$ cat src/rtl/mem_port_arbiter_pkg.sv
// Shared definitions for the single-port memory arbiter and the datapath/memory
// that sit around it.
//   - pend_t    : which response is due on the cycle after a grant
//   - gnt_sel_t : which requester owns the memory this cycle
//   - ADDR_W_DEF / DATA_W_DEF : default bus widths used by core and memory
package mem_port_arbiter_pkg;

  localparam int ADDR_W_DEF = 16;
  localparam int DATA_W_DEF = 32;

  typedef enum logic [1:0] {
    PEND_NONE    = 2'd0,
    PEND_FETCH   = 2'd1,
    PEND_DATA_RD = 2'd2,
    PEND_DATA_WR = 2'd3
  } pend_t;

  typedef enum logic [1:0] {
    GNT_NONE  = 2'd0,
    GNT_FETCH = 2'd1,
    GNT_DATA  = 2'd2
  } gnt_sel_t;

  // A data response covers both load data and store completion.
  function automatic logic pend_is_data(input pend_t p);
    return (p == PEND_DATA_RD) || (p == PEND_DATA_WR);
  endfunction

endpackage

$ cat src/rtl/mem_port_arbiter_starve_timer.sv
// arb_starve_timer: counts consecutive cycles in which the fetch port is
// requesting but not granted, and raises force_fetch once that count reaches
// MAX_WAIT so that fetch wins the next contended cycle.
// Ports:
//   clk, rst     : clock and synchronous active-high reset
//   if_req       : fetch request from the core
//   if_gnt       : fetch grant issued by the arbiter this cycle
//   wait_cnt     : current denial count (saturates at all-ones)
//   force_fetch  : fetch takes priority over data when both request
module arb_starve_timer #(
  parameter int MAX_WAIT = 4,
  parameter int CNT_W    = 3
) (
  input  logic             clk,
  input  logic             rst,
  input  logic             if_req,
  input  logic             if_gnt,
  output logic [CNT_W-1:0] wait_cnt,
  output logic             force_fetch
);

  // MAX_WAIT must fit in CNT_W bits, otherwise the threshold is truncated.
  localparam logic [CNT_W:0] MAX_WAIT_C = (CNT_W+1)'(MAX_WAIT);

  always_ff @(posedge clk) begin
    if (rst) begin
      wait_cnt <= '0;
    end else if (if_req && !if_gnt) begin
      // Keep counting while denied, but never wrap back to a small value.
      if (wait_cnt != {CNT_W{1'b1}}) begin
        wait_cnt <= wait_cnt + 1'b1;
      end
    end else begin
      wait_cnt <= '0;
    end
  end

  generate
    if (MAX_WAIT == 0) begin : g_no_force
      // Data always wins; the counter still runs so starvation is observable.
      assign force_fetch = 1'b0;
    end else begin : g_force
      assign force_fetch = ({1'b0, wait_cnt} >= MAX_WAIT_C);
    end
  endgenerate

endmodule

$ cat src/rtl/mem_port_arbiter.sv
// mem_port_arbiter: shares one single-port synchronous RAM between the
// instruction-fetch port and the load/store data port. Data has fixed priority;
// fetch is forced through after MAX_WAIT consecutive denials. Every grant
// yields exactly one valid pulse on the owning port one cycle later.
//
// Ports:
//   clk, rst                   : clock, synchronous active-high reset
//   if_req/if_addr             : fetch request, held until if_gnt
//   if_gnt                     : fetch accepted this cycle (combinational)
//   if_valid/if_rdata          : fetch data return
//   d_req/d_we/d_addr/d_wdata  : data request, held until d_gnt
//   d_gnt                      : data accepted this cycle (combinational)
//   d_valid/d_rdata            : load data or store completion
//   mem_en/mem_we/mem_addr/mem_wdata/mem_rdata : single RAM port
//
// Response tracker states:
//   state        | meaning
//   PEND_NONE    | no access last cycle, no valid this cycle
//   PEND_FETCH   | fetch read last cycle, if_valid this cycle
//   PEND_DATA_RD | load last cycle, d_valid with read data this cycle
//   PEND_DATA_WR | store last cycle, d_valid as completion this cycle
module mem_port_arbiter
  import mem_port_arbiter_pkg::*;
#(
  parameter int ADDR_W   = ADDR_W_DEF,
  parameter int DATA_W   = DATA_W_DEF,
  parameter int MAX_WAIT = 4,
  parameter int CNT_W    = 3
) (
  input  logic              clk,
  input  logic              rst,

  input  logic              if_req,
  input  logic [ADDR_W-1:0] if_addr,
  output logic              if_gnt,
  output logic              if_valid,
  output logic [DATA_W-1:0] if_rdata,

  input  logic              d_req,
  input  logic              d_we,
  input  logic [ADDR_W-1:0] d_addr,
  input  logic [DATA_W-1:0] d_wdata,
  output logic              d_gnt,
  output logic              d_valid,
  output logic [DATA_W-1:0] d_rdata,

  output logic              mem_en,
  output logic              mem_we,
  output logic [ADDR_W-1:0] mem_addr,
  output logic [DATA_W-1:0] mem_wdata,
  input  logic [DATA_W-1:0] mem_rdata
);

  gnt_sel_t         gnt_sel;
  pend_t            pend;
  pend_t            pend_next;
  logic             force_fetch;
  logic [CNT_W-1:0] wait_cnt;

  arb_starve_timer #(
    .MAX_WAIT (MAX_WAIT),
    .CNT_W    (CNT_W)
  ) u_timer (
    .clk         (clk),
    .rst         (rst),
    .if_req      (if_req),
    .if_gnt      (if_gnt),
    .wait_cnt    (wait_cnt),
    .force_fetch (force_fetch)
  );

  // Per-cycle arbitration. Reset blocks every grant so that nothing, in
  // particular a store, reaches the RAM while rst is high.
  always_comb begin
    gnt_sel = GNT_NONE;
    if (!rst) begin
      if (d_req && !(if_req && force_fetch)) begin
        gnt_sel = GNT_DATA;
      end else if (if_req) begin
        gnt_sel = GNT_FETCH;
      end
    end
  end

  assign if_gnt = (gnt_sel == GNT_FETCH);
  assign d_gnt  = (gnt_sel == GNT_DATA);

  // Response tracker: state register.
  always_ff @(posedge clk) begin
    if (rst) begin
      pend <= PEND_NONE;
    end else begin
      pend <= pend_next;
    end
  end

  // Response tracker: next state is simply the grant issued this cycle.
  always_comb begin
    pend_next = PEND_NONE;
    unique case (gnt_sel)
      GNT_FETCH: pend_next = PEND_FETCH;
      GNT_DATA:  pend_next = d_we ? PEND_DATA_WR : PEND_DATA_RD;
      default:   pend_next = PEND_NONE;
    endcase
  end

  // Outputs: memory port mux and response valids.
  always_comb begin
    mem_en    = 1'b0;
    mem_we    = 1'b0;
    mem_addr  = '0;
    mem_wdata = '0;
    unique case (gnt_sel)
      GNT_DATA: begin
        mem_en    = 1'b1;
        mem_we    = d_we;
        mem_addr  = d_addr;
        mem_wdata = d_wdata;
      end
      GNT_FETCH: begin
        mem_en   = 1'b1;
        mem_addr = if_addr;
      end
      default: begin
      end
    endcase
  end

  // A response still outstanding when rst rises is dropped rather than
  // reported, so the valids are masked during reset as well as cleared by it.
  assign if_valid = !rst && (pend == PEND_FETCH);
  assign d_valid  = !rst && pend_is_data(pend);

  // One shared read bus; the valids say who owns it.
  assign if_rdata = mem_rdata;
  assign d_rdata  = mem_rdata;

endmodule
$ cat config.mk
export PLATFORM = sky130hd
export DESIGN_NAME = mem_port_arbiter
export DESIGN_NICKNAME = d
export VERILOG_FILES = /design/src/rtl/mem_port_arbiter_pkg.sv /design/src/rtl/mem_port_arbiter_starve_timer.sv /design/src/rtl/mem_port_arbiter.sv
export SDC_FILE = /design/constraint.sdc
export NUM_CORES = 1
export LEC_CHECK = 0
export BUFFER_PORTS_ARGS = -buffer_cell sky130_fd_sc_hd__buf_4
export CORE_AREA = 8 8 78 80
export CTS_BUF_LIST = sky130_fd_sc_hd__clkbuf_8 sky130_fd_sc_hd__clkbuf_16
export DETAILED_ROUTE_END_ITERATION = 8
export DIE_AREA = 0 0 86 88
export PLACE_DENSITY = 0.84
export SLEW_MARGIN = 30
export SYNTH_ARGS = -nofsm -noshare
export SYNTH_HDL_FRONTEND = slang
export SYNTH_SLANG_ARGS = --single-unit
$ cat constraint.sdc
create_clock -name clk -period 2.7 [get_ports clk]
set_input_delay 0.54 -clock clk [delete_from_list [all_inputs] [get_ports clk]]
set_output_delay 0.54 -clock clk [all_outputs]
set_load 0.02 [all_outputs]
==> After elaboration in Yosys (flattened, before gate mapping) <==
Cells that the tools add are included.
{ "totals": {"ff_bits": 5, "in_bits": 101, "word_cells": 31} }
{ "op_classes": {"n_addsub": 1, "order_cmp": 1, "eq_ne": 6, "n_mux": 9, "n_bitwise": 1, "reduce_logical": 11} }
{ "ops": {"columns": ["cell", "n"], "rows": [
  ["two-way mux 32 bit", 1],
  ["case mux 16 bit (2 select lines)", 1],
  ["== test 2 bit, second input constant", 3],
  ["logical AND 1 bit", 5],
  ["== test 2 x 1 -> 1 bit, second input constant", 2],
  ["two-way mux 1 bit", 4],
  ["two-way mux 2 bit", 2],
  ["case mux 2 bit (2 select lines)", 1],
  ["OR reduction 2 bit", 2],
  ["adder 3 x 1 -> 3 bit, second input constant", 1],
  [">= comparator 3 bit, second input constant", 1],
  ["logical NOT 1 bit", 3],
  ["!= test 3 bit, second input constant", 1],
  ["logical OR 1 bit", 1],
  ["NOT 1 bit", 1]
]} }

==> Longest topological paths before layout <==
Gate-level depths: netlist of run 1.
{ "depth": {"word_depth": 11, "mapped_depth": 5, "depth_no_buf": 4} }

==> By module <==
From an unflattened synthesis of run 1, not the netlist that was laid out.
{ "hier_totals": {"cells_unflattened": 169, "hier_area_um2": 1237.4} }
{ "modules_own_cells": {"columns": ["mod", "instances", "cells_per_inst", "area_per_inst_um2", "seq_area_each_um2"], "rows": [
  ["mem_port_arbiter", 1, 153, 1077.3, 40.0],
  ["arb_starve_timer", 1, 16, 160.2, 60.1]
]} }

==> Worst setup path after synthesis of run 1 <==
OpenSTA, ideal clock, no wires.
{ "synth_path": {"path_type": "input port to output port", "from": "input d_req", "to": "output mem_addr[0]", "t_arrival_ns": 1.459, "required_ns": 2.160, "path_slack_ns": 0.701, "cell_stages": 5, "cell_sequence": "inv_1 -> o211a_1 -> buf_2 -> buf_2 -> a22o_1"} }
{ "synth_between": {"elab_chain_cells": 5, "word_cells_on_any_way": 6} }
{ "synth_rtl": {"columns": ["item", "line", "text"], "rows": [
  ["start: declaration", "mem_port_arbiter.sv:39", "input logic d_req,"],
  ["logical AND 1 bit", "mem_port_arbiter.sv:77", "if (d_req && !(if_req && force_fetch)) begin"],
  ["two-way mux 2 bit", "mem_port_arbiter.sv:77", null],
  ["two-way mux 2 bit", "mem_port_arbiter.sv:76", "if (!rst) begin"],
  ["== test 2 x 1 -> 1 bit", null, null],
  ["net if_gnt", "mem_port_arbiter.sv:35", "output logic if_gnt,"],
  ["case mux 16 bit (2 select lines)", "mem_port_arbiter.sv:113", "unique case (gnt_sel)"],
  ["end: declaration", "mem_port_arbiter.sv:49", "output logic [ADDR_W-1:0] mem_addr,"]
]} }
The timed path passes the listed nets, and every way through them passes these cells.

==> Worst setup path after layout of run 1 <==
{ "layout_path": {"from": "input d_req", "to": "output mem_addr[14]"} }
{ "layout_between": {"elab_chain_cells": 5, "word_cells_on_any_way": 6} }
{ "layout_rtl": {"columns": ["item", "line"], "rows": [
  ["logical AND 1 bit *", "mem_port_arbiter.sv:77"],
  ["two-way mux 2 bit *", "mem_port_arbiter.sv:77"],
  ["two-way mux 2 bit *", "mem_port_arbiter.sv:76"],
  ["== test 2 x 1 -> 1 bit or == test 2 bit (tied branches)", "mem_port_arbiter.sv:113"],
  ["case mux 16 bit (2 select lines) *", "mem_port_arbiter.sv:113"]
]} }
Mark *: on every way between the ends. The rest lies on a longest branch, timed or not.

==> results of run 1 <==
[cell type report]
cell class / instances / area, um2
Sequential cell: 5 / 100
Clock buffer: 3 / 41.3
Clock inverter: 1 / 3.75
Timing Repair Buffer: 124 / 931
Tap cell: 70 / 87.6
Fill cell: 509 / 3240
Multi-Input combinational cell: 65 / 502
Inverter: 2 / 7.51
[logic make-up after synthesis]
family | Yosys count | synth area share (%)
buf+inv | 73 | 47.9
simple gates | 40 | 21.8
compound gates | 20 | 16.8
flops | 5 | 8.66
mux | 2 | 1.95
fa+ha+maj | 2 | 2.16
xor+xnor | 1 | 0.758
[per-stage QoR]
step                      utilization [%]  setup WS (ps)
after floorplan                         -            701
after global placement               33.1            431
after detailed placement             33.1            408
after CTS                            34.1            405
after global routing                 34.1            327
final                                34.1            424
[flip-flops by register name, summed over array words and instances, names as in the netlist]
name	flops
pend	2
u_timer.wait_cnt	3
[layout by cell type, fill, tap and decap left out]
master,n
buf_4,124
and2_1,29
a22o_1,10
a22o_2,6
dfxtp_1,5
and2_2,4
inv_1,3
and3_1,3
clkbuf_8,3
nor2_1,2
mux2_2,2
ha_1,2
a211oi_4,1
o211a_1,1
nor3b_1,1
nor2b_1,1
xnor2_1,1
a211oi_1,1
a21o_2,1
[metal layers]
metal | wire, um | global-route usage (%)
met4 | 193 | 7.80
met2 | 1960 | 17.5
met5 | 0 | 0
met3 | 699 | 7.04
met1 | 1250 | 7.40
[power groups by stage]
stage	Sequential [mW]	Clock, mW	Combinational, mW
3_5_place_dp	0.0791	0	0.241
4_1_cts	0.0781	0.135	0.241
3_3_place_gp	0.0790	0	0.239
5_1_grt	0.0784	0.143	0.256
2_1_floorplan	0.0788	0	0.243
6_report	0.0780	0.131	0.238
[worst min-delay path by stage]
| stage | from | cells past startpoint | to | slack, ps |
|---|---|---|---|---|
| 6_report | d_we | 2 | pend[0] | 540 |
| 3_5_place_dp | u_timer.wait_cnt[2] | 1 | pend[1] | 590 |
| 4_1_cts | d_we | 2 | pend[0] | 540 |
| 2_1_floorplan | u_timer.wait_cnt[2] | 1 | pend[1] | 530 |
| 5_1_grt | d_we | 2 | pend[0] | 550 |
| 3_3_place_gp | u_timer.wait_cnt[2] | 1 | pend[1] | 570 |
[worst register-to-register path: cells and delay by family (launching register included)]
kind,cells,cell delay (ps)
fa+ha+maj,2,380
flops,1,340
mux,1,340
simple gates,1,170
==> impl_metrics.json, run 1 <==
{
  "status": "finished clean",
  "synth_commonest_cells": "64 x buf_4, 29 x and2_1, 10 x a22o_1",
  "cp_num_buf_inv": 3,
  "wirelength_um": 4110,
  "antenna_found_initial": 0,
  "synth_most_common_cell": "buf_4",
  "diodes": 0,
  "drive_gt1_share_pct": 70.5,
  "place_inst": 266,
  "finalPower_uw": 447,
  "crit_chain": "buf_4 > inv_1 > o211a_1 > a22o_1 > buf_4",
  "wl_per_cell_um": 15.2,
  "synth_cell_type_count": 20,
  "slew_viol_final": 0,
  "pwr-share-comb_pct": 53.2,
  "power_frac_clock_pct": 29.4,
  "place.gp.congestion": 0.798,
  "cts_tree": "built",
  "internal-power_uw": 309,
  "critical-path-max-stage-delay_ps": 560,
  "worstHoldPathType": "in2reg",
  "cts_buffers": 3,
  "fin_crit_ps": 2280,
  "rows": 26,
  "synthArstFlopShare_pct": 0,
  "viasPerCell": 4.00,
  "h-tree-depth": 1,
  "endpoint": "mem_addr[14]",
  "rsz0062_at_grt": "no",
  "r2r_start": "u_timer.wait_cnt[0]",
  "place_area_um2": 1630,
  "synth_cells": 143,
  "clkTransAtPathRegs_ps": 30,
  "fmax_mhz": 439,
  "hold_viol_final": 0,
  "slew_headroom_pct": 58.8,
  "yosys_warnings": 0,
  "die_width_um": 86,
  "synth_edf_count": 0,
  "stdcell_area_um2": 1670,
  "drt_iter0_drc": 75,
  "syn_to_final_growth_pct": 44.7,
  "first_pass_iters": 4,
  "ir_drop_uv": 104,
  "crit_type": "in2out",
  "grt.overflow.total": 0,
  "worst_pin_slew_ps": 618,
  "synth_seq_cells": 5,
  "yosysTopAreaCellShare_pct": 41.6,
  "maxCapViolCount": 0,
  "grt_max_degree": 35,
  "p_sw_share_pct": 30.9,
  "coreArea_um2": 4910,
  "dominantRegCellSynth": "dfxtp_1",
  "fp.dieH_um": 88,
  "r2r_slack_ps": 1360,
  "path_common_cell": "buf_4",
  "worstPathArrival_ps": 1740,
  "ys_seq_area_share_pct": 8.66,
  "cp_max_fo": 18,
  "clk-insertion-delay-late_ps": 220,
  "cts_buffer_depth": 2,
  "fin_cells": 270,
  "end_kind": "output port",
  "final_nets": 304,
  "drc": 0,
  "critPathRequiredTime_ps": 2160,
  "whs_ps": 542,
  "grt_usage_pct": 9.97,
  "critPathLaunchType": "primary input",
  "postCtsHoldBufs": 0,
  "initial_core_util_pct": 23.5,
  "via_count": 1080,
  "ios": 219,
  "worstSetupPathDepth": 5,
  "cts_resized": 0,
  "hpwlAfterDp_um": 3620,
  "port_buffers": 122,
  "fin_skew_ps": 0.345,
  "power_frac_seq_pct": 17.5,
  "reg2reg_depth": 4,
  "powerDensity_nw_per_um2": 267,
  "cts_setup_buffers": 0,
  "critPathSlowestCell": "o211a_1",
  "antenna_left": 0,
  "startpoint": "d_req",
  "yosys-top-cells-area": "buf_4 42%, and2_1 16%, dfxtp_1 8.7%",
  "r2r-end": "u_timer.wait_cnt[2]",
  "setup_viol": 0,
  "die_area_um2": 7570,
  "fin_tns_setup_ps": 0,
  "grt_pass1_vias": 1167,
  "p_leak_nw": 0.937,
  "syn-cell-area_um2": 1160,
  "switching_power_uw": 138,
  "crit_family": "compound AO/OA/AOI/OAI gates",
  "grt_pass1_wl_um": 5930,
  "clock-sinks": 5,
  "avgSynthCellArea_um2": 8.08,
  "synth_nets": 246,
  "synth_top_cell_by_area": "buf_4",
  "clockRootBuffer": "clkbuf_8",
  "timing.final.crit_share_pct": 84.3
}
(Power assumes the default switching activity.)
==> run 2, diff against run 1 <==
==> constraint.sdc (replaced) <==
create_clock -name clk -period 2.3 [get_ports clk]
set_input_delay 0.46 -clock clk [delete_from_list [all_inputs] [get_ports clk]]
set_output_delay 0.46 -clock clk [all_outputs]
set_load 0.02 [all_outputs]
==> run 2 against run 1 <==
Non-clock buffer count did not move. Die area is the same. Sequential power is 17% higher. Global-route usage shrank 0.14 points. Register-to-register slack worse by 390 ps. First-iteration DRC count fell by 56%. Critical endpoint unchanged.
==> impl_metrics.json, run 2 (synthesized netlist as in run 1, its figures left out) <==
{
  "first_pass_iters": 4,
  "fin_cells": 270,
  "end_kind": "output port",
  "grt_usage_pct": 9.83,
  "worst_pin_slew_ps": 589,
  "slew_headroom_pct": 60.7,
  "p_leak_nw": 0.937,
  "cp_max_fo": 18,
  "place_area_um2": 1630,
  "initial_core_util_pct": 23.5,
  "hpwlAfterDp_um": 3660,
  "timing.final.crit_share_pct": 91.7,
  "finalPower_uw": 525,
  "antenna_found_initial": 0,
  "r2r_start": "u_timer.wait_cnt[0]",
  "port_buffers": 122,
  "slew_viol_final": 0,
  "grt_max_degree": 35,
  "coreArea_um2": 4910,
  "place.gp.congestion": 0.795,
  "internal-power_uw": 362,
  "die_area_um2": 7570,
  "wirelength_um": 4140,
  "critPathRequiredTime_ps": 1840,
  "drt_iter0_drc": 33,
  "clk-insertion-delay-late_ps": 220,
  "powerDensity_nw_per_um2": 314,
  "fmax_mhz": 474,
  "fin_skew_ps": 0.638,
  "maxCapViolCount": 0,
  "fin_crit_ps": 2110,
  "h-tree-depth": 1,
  "cts_resized": 0,
  "r2r-end": "u_timer.wait_cnt[1]",
  "cts_buffers": 3,
  "rows": 26,
  "clockRootBuffer": "clkbuf_8",
  "final_common_cell": "buf_4",
  "grt_pass1_vias": 1172,
  "status": "finished clean",
  "power_frac_seq_pct": 17.4,
  "cts_buffer_depth": 2,
  "grt.overflow.total": 0,
  "worstPathArrival_ps": 1650,
  "p_sw_share_pct": 31.0,
  "syn_to_final_growth_pct": 44.7,
  "fp.dieH_um": 88,
  "min_to": "pend[0]",
  "reg.largest.list": "u_timer.wait_cnt x3, pend x2",
  "via_count": 1100,
  "setup_ws_ps": 192,
  "cts_tree": "built",
  "switching_power_uw": 163,
  "hp-start": "d_we",
  "r2r_slack_ps": 970,
  "clkTransAtPathRegs_ps": 30,
  "largest-register": "u_timer.wait_cnt",
  "cts_setup_buffers": 0,
  "layout_common_cells": "124 x buf_4, 29 x and2_1, 10 x a22o_1",
  "fin_util_pct": 34.1,
  "pwr-share-comb_pct": 53.1,
  "ios": 219,
  "largest_register_ffs": 3,
  "place_inst": 266,
  "drc": 0,
  "power_frac_clock_pct": 29.4,
  "setup_viol": 0,
  "whs_ps": 451,
  "grt_pass1_wl_um": 5890,
  "viasPerCell": 4.07,
  "die_width_um": 86,
  "worstHoldPathType": "in2reg",
  "min_path_cells": 2,
  "hold_viol_final": 0,
  "rsz0062_at_grt": "no",
  "reg2reg_depth": 4,
  "antenna_left": 0,
  "crit_type": "in2out",
  "final_nets": 304,
  "postCtsHoldBufs": 0,
  "fin_tns_setup_ps": 0,
  "clock-sinks": 5,
  "diodes": 0,
  "critPathLaunchType": "primary input",
  "stdcell_area_um2": 1670,
  "pre_cts_ws_ps": 156,
  "wl_per_cell_um": 15.3,
  "ir_drop_uv": 132,
  "drive_gt1_share_pct": 70.5
}
## run 2: cell counts in the layout (fill, tap and decap cells not counted)
Identical to the previous run, type by type.
## run 2: power by group through the flow
stage / registers, mW / clock network [mW] / logic [mW]
final: 0.0916 / 0.155 / 0.279
after global routing: 0.0920 / 0.167 / 0.299
after CTS: 0.0916 / 0.160 / 0.284
after detailed placement: 0.0929 / 0 / 0.283
after global placement: 0.0928 / 0 / 0.280
after floorplan: 0.0925 / 0 / 0.285
## run 2: how the worst max path moves through the flow
stage | start | end | slack [ps] | depth (start not counted)
after CTS | d_req | mem_addr[14] | 150 | 5
final | d_req | mem_addr[14] | 190 | 5
after detailed placement | d_req | mem_addr[14] | 160 | 5
after global routing | d_req | mem_addr[14] | 110 | 5
after global placement | d_req | mem_addr[14] | 190 | 5
after floorplan | d_req | mem_addr[0] | 460 | 5
## run 2: layer usage
metal | share of wire, % | up-vias | global-route usage [%]
li1 | - | 516 | -
met1 | 27 | 454 | 6.76
met2 | 50 | 104 | 18.4
met3 | 18 | 26 | 6.85
met4 | 4.3 | 0 | 6.85
met5 | 0 | - | 0
## run 2: area by class of cell
cell class | count | area (um2)
clock buffers | 3 | 41.3
clock inverters | 1 | 3.75
fillers | 513 | 3240
inverters | 2 | 7.51
multi-input cells | 65 | 502
flip-flops and latches | 5 | 100
well taps | 70 | 87.6
repair buffers | 124 | 931
## run 2: critical path, stage by stage
cell     delay [ps]
buf_4           110
inv_1           120
o211a_1         540
a22o_1          250
buf_4           150
==> run 3, diff against run 2 <==
--- a/config.mk
+++ b/config.mk
@@ -10,6 +10,7 @@
 export CTS_BUF_LIST = sky130_fd_sc_hd__clkbuf_8 sky130_fd_sc_hd__clkbuf_16
 export DETAILED_ROUTE_END_ITERATION = 8
 export DIE_AREA = 0 0 86 88
+export GPL_TIMING_DRIVEN = 0
 export PLACE_DENSITY = 0.84
 export SLEW_MARGIN = 30
 export SYNTH_ARGS = -nofsm -noshare
==> constraint.sdc (replaced) <==
create_clock -name clk -period 2.3 [get_ports clk]
set_input_delay 0.46 -clock clk [delete_from_list [all_inputs] [get_ports clk]]
set_output_delay 0.46 -clock clk [all_outputs]
set_load 0.01 [all_outputs]
==> run 3 against run 2 <==
Sequential share of layout area shrank 2.3 points. Register-to-register slack about the same. Critical endpoint is now mem_addr[9]. Worst hold slack gained 7.4 ps. Largest cell class unchanged. Maximum frequency increased by 1.2%. Largest power group unchanged. Highest routed layer unchanged. Combinational power up 65%.
==> impl_metrics.json, run 3 (synthesized netlist as in run 1, its figures left out) <==
{
  "status": "finished clean",
  "postCtsHoldBufs": 0,
  "fin_crit_ps": 2080,
  "final_common_cell": "buf_4",
  "final_nets": 437,
  "clkTransAtPathRegs_ps": 40,
  "via_count": 1574,
  "end_kind": "output port",
  "fin_tns_setup_ps": 0,
  "cts_setup_buffers": 0,
  "fmax_mhz": 480,
  "cts_buffers": 3,
  "path_common_cell": "buf_4",
  "clk-insertion-delay-late_ps": 220,
  "viasPerCell": 3.91,
  "p_leak_nw": 1.58,
  "layout_common_cells": "250 x buf_4, 29 x and2_1, 10 x a22o_1",
  "syn_to_final_growth_pct": 132,
  "grt_usage_pct": 13.9,
  "hpwlAfterDp_um": 5520,
  "timing.final.crit_share_pct": 90.6,
  "grt_pass1_wl_um": 8430,
  "fin_cells": 403,
  "cts_tree": "built",
  "coreArea_um2": 4910,
  "r2r_start": "u_timer.wait_cnt[0]",
  "hold_viol_final": 0,
  "grt_max_degree": 11,
  "slew_headroom_pct": 63.9,
  "crit_chain": "buf_4 > inv_1 > a211oi_4 > buf_6 > a22o_1 > buf_4",
  "worstHoldPathType": "in2reg",
  "crit_type": "in2out",
  "wl_per_cell_um": 14.7,
  "antenna_left": 0,
  "fp.dieH_um": 88,
  "rsz0062_at_grt": "no",
  "initial_core_util_pct": 23.5,
  "slew_viol_final": 0,
  "fin_skew_ps": 0.877,
  "die_area_um2": 7570,
  "grt_pass1_vias": 1679,
  "finalPower_uw": 706,
  "cp_num_buf_inv": 4,
  "clock-sinks": 5,
  "cp_max_fo": 10,
  "first_pass_iters": 4,
  "crit_family": "compound AO/OA/AOI/OAI gates",
  "critPathSlowestCell": "a211oi_4",
  "rows": 26,
  "port_buffers": 186,
  "place_inst": 399,
  "ios": 219,
  "place.gp.congestion": 0.812,
  "hp-start": "d_we",
  "wirelength_um": 5940,
  "critPathLaunchType": "primary input",
  "diodes": 0,
  "antenna_found_initial": 0,
  "cts_buffer_depth": 2,
  "startpoint": "d_req",
  "die_width_um": 86,
  "h-tree-depth": 1,
  "clockRootBuffer": "clkbuf_8",
  "critical-path-max-stage-delay_ps": 500,
  "drive_gt1_share_pct": 82.3,
  "worst_pin_slew_ps": 540,
  "drc": 0,
  "maxCapViolCount": 0,
  "drt_iter0_drc": 8,
  "largest_register_ffs": 3,
  "powerDensity_nw_per_um2": 263,
  "grt.overflow.total": 0,
  "ir_drop_uv": 139,
  "critPathRequiredTime_ps": 1840,
  "cts_resized": 0,
  "largest-register": "u_timer.wait_cnt",
  "reg.largest.list": "u_timer.wait_cnt x3, pend x2",
  "worstPathArrival_ps": 1620,
  "setup_viol": 0
}
## run 3: path summary, 6_finish.rpt
kind | endpoint | slack [ps] | cells after the start
worst max register to register | u_timer.wait_cnt[2] | 960 | 4
worst min-delay path | pend[0] | 460 | 2
worst max-delay path | mem_addr[9] | 220 | 6
worst min register to register | pend[1] | 580 | 1
## run 3: final cells by class
| cell class | count | area, um2 |
|---|---|---|
| buffer | 71 | 547 |
| clock buffer | 3 | 41.3 |
| clock inverter | 1 | 3.75 |
| fill | 470 | 2230 |
| inverter | 2 | 7.51 |
| multi-input combinational | 65 | 502 |
| sequential | 5 | 100 |
| tap | 70 | 87.6 |
| timing repair buffer | 186 | 1400 |
## run 3: through the flow
step                util, %  instance area (um2)  hold WS [ps]  setup slack [ps]
floorplan                 -                 1160           530               535
global placement       53.7                 2640           557               160
detailed placement     53.7                 2640           573               165
CTS                    54.7                 2690           455               162
global route           54.7                 2690           456              82.3
finish                 54.7                 2690           459               216
## run 3: report_power, final
part	switching [mW]	internal (mW)	leakage, nW	total, mW
Sequential	0.00121	0.0904	0.0410	0.0916
Clock	0.0419	0.114	0.0269	0.156
Combinational	0.159	0.300	1.51	0.459
## run 3: per-layer routing
metal | routed length (um) | global-route usage (%) | vias to the layer above
li1 | - | - | 783
met1 | 1630 | 10.2 | 664
met2 | 3200 | 27.3 | 125
met3 | 1090 | 10.3 | 2
met4 | 27 | 3.82 | 0
met5 | 0 | 0 | -
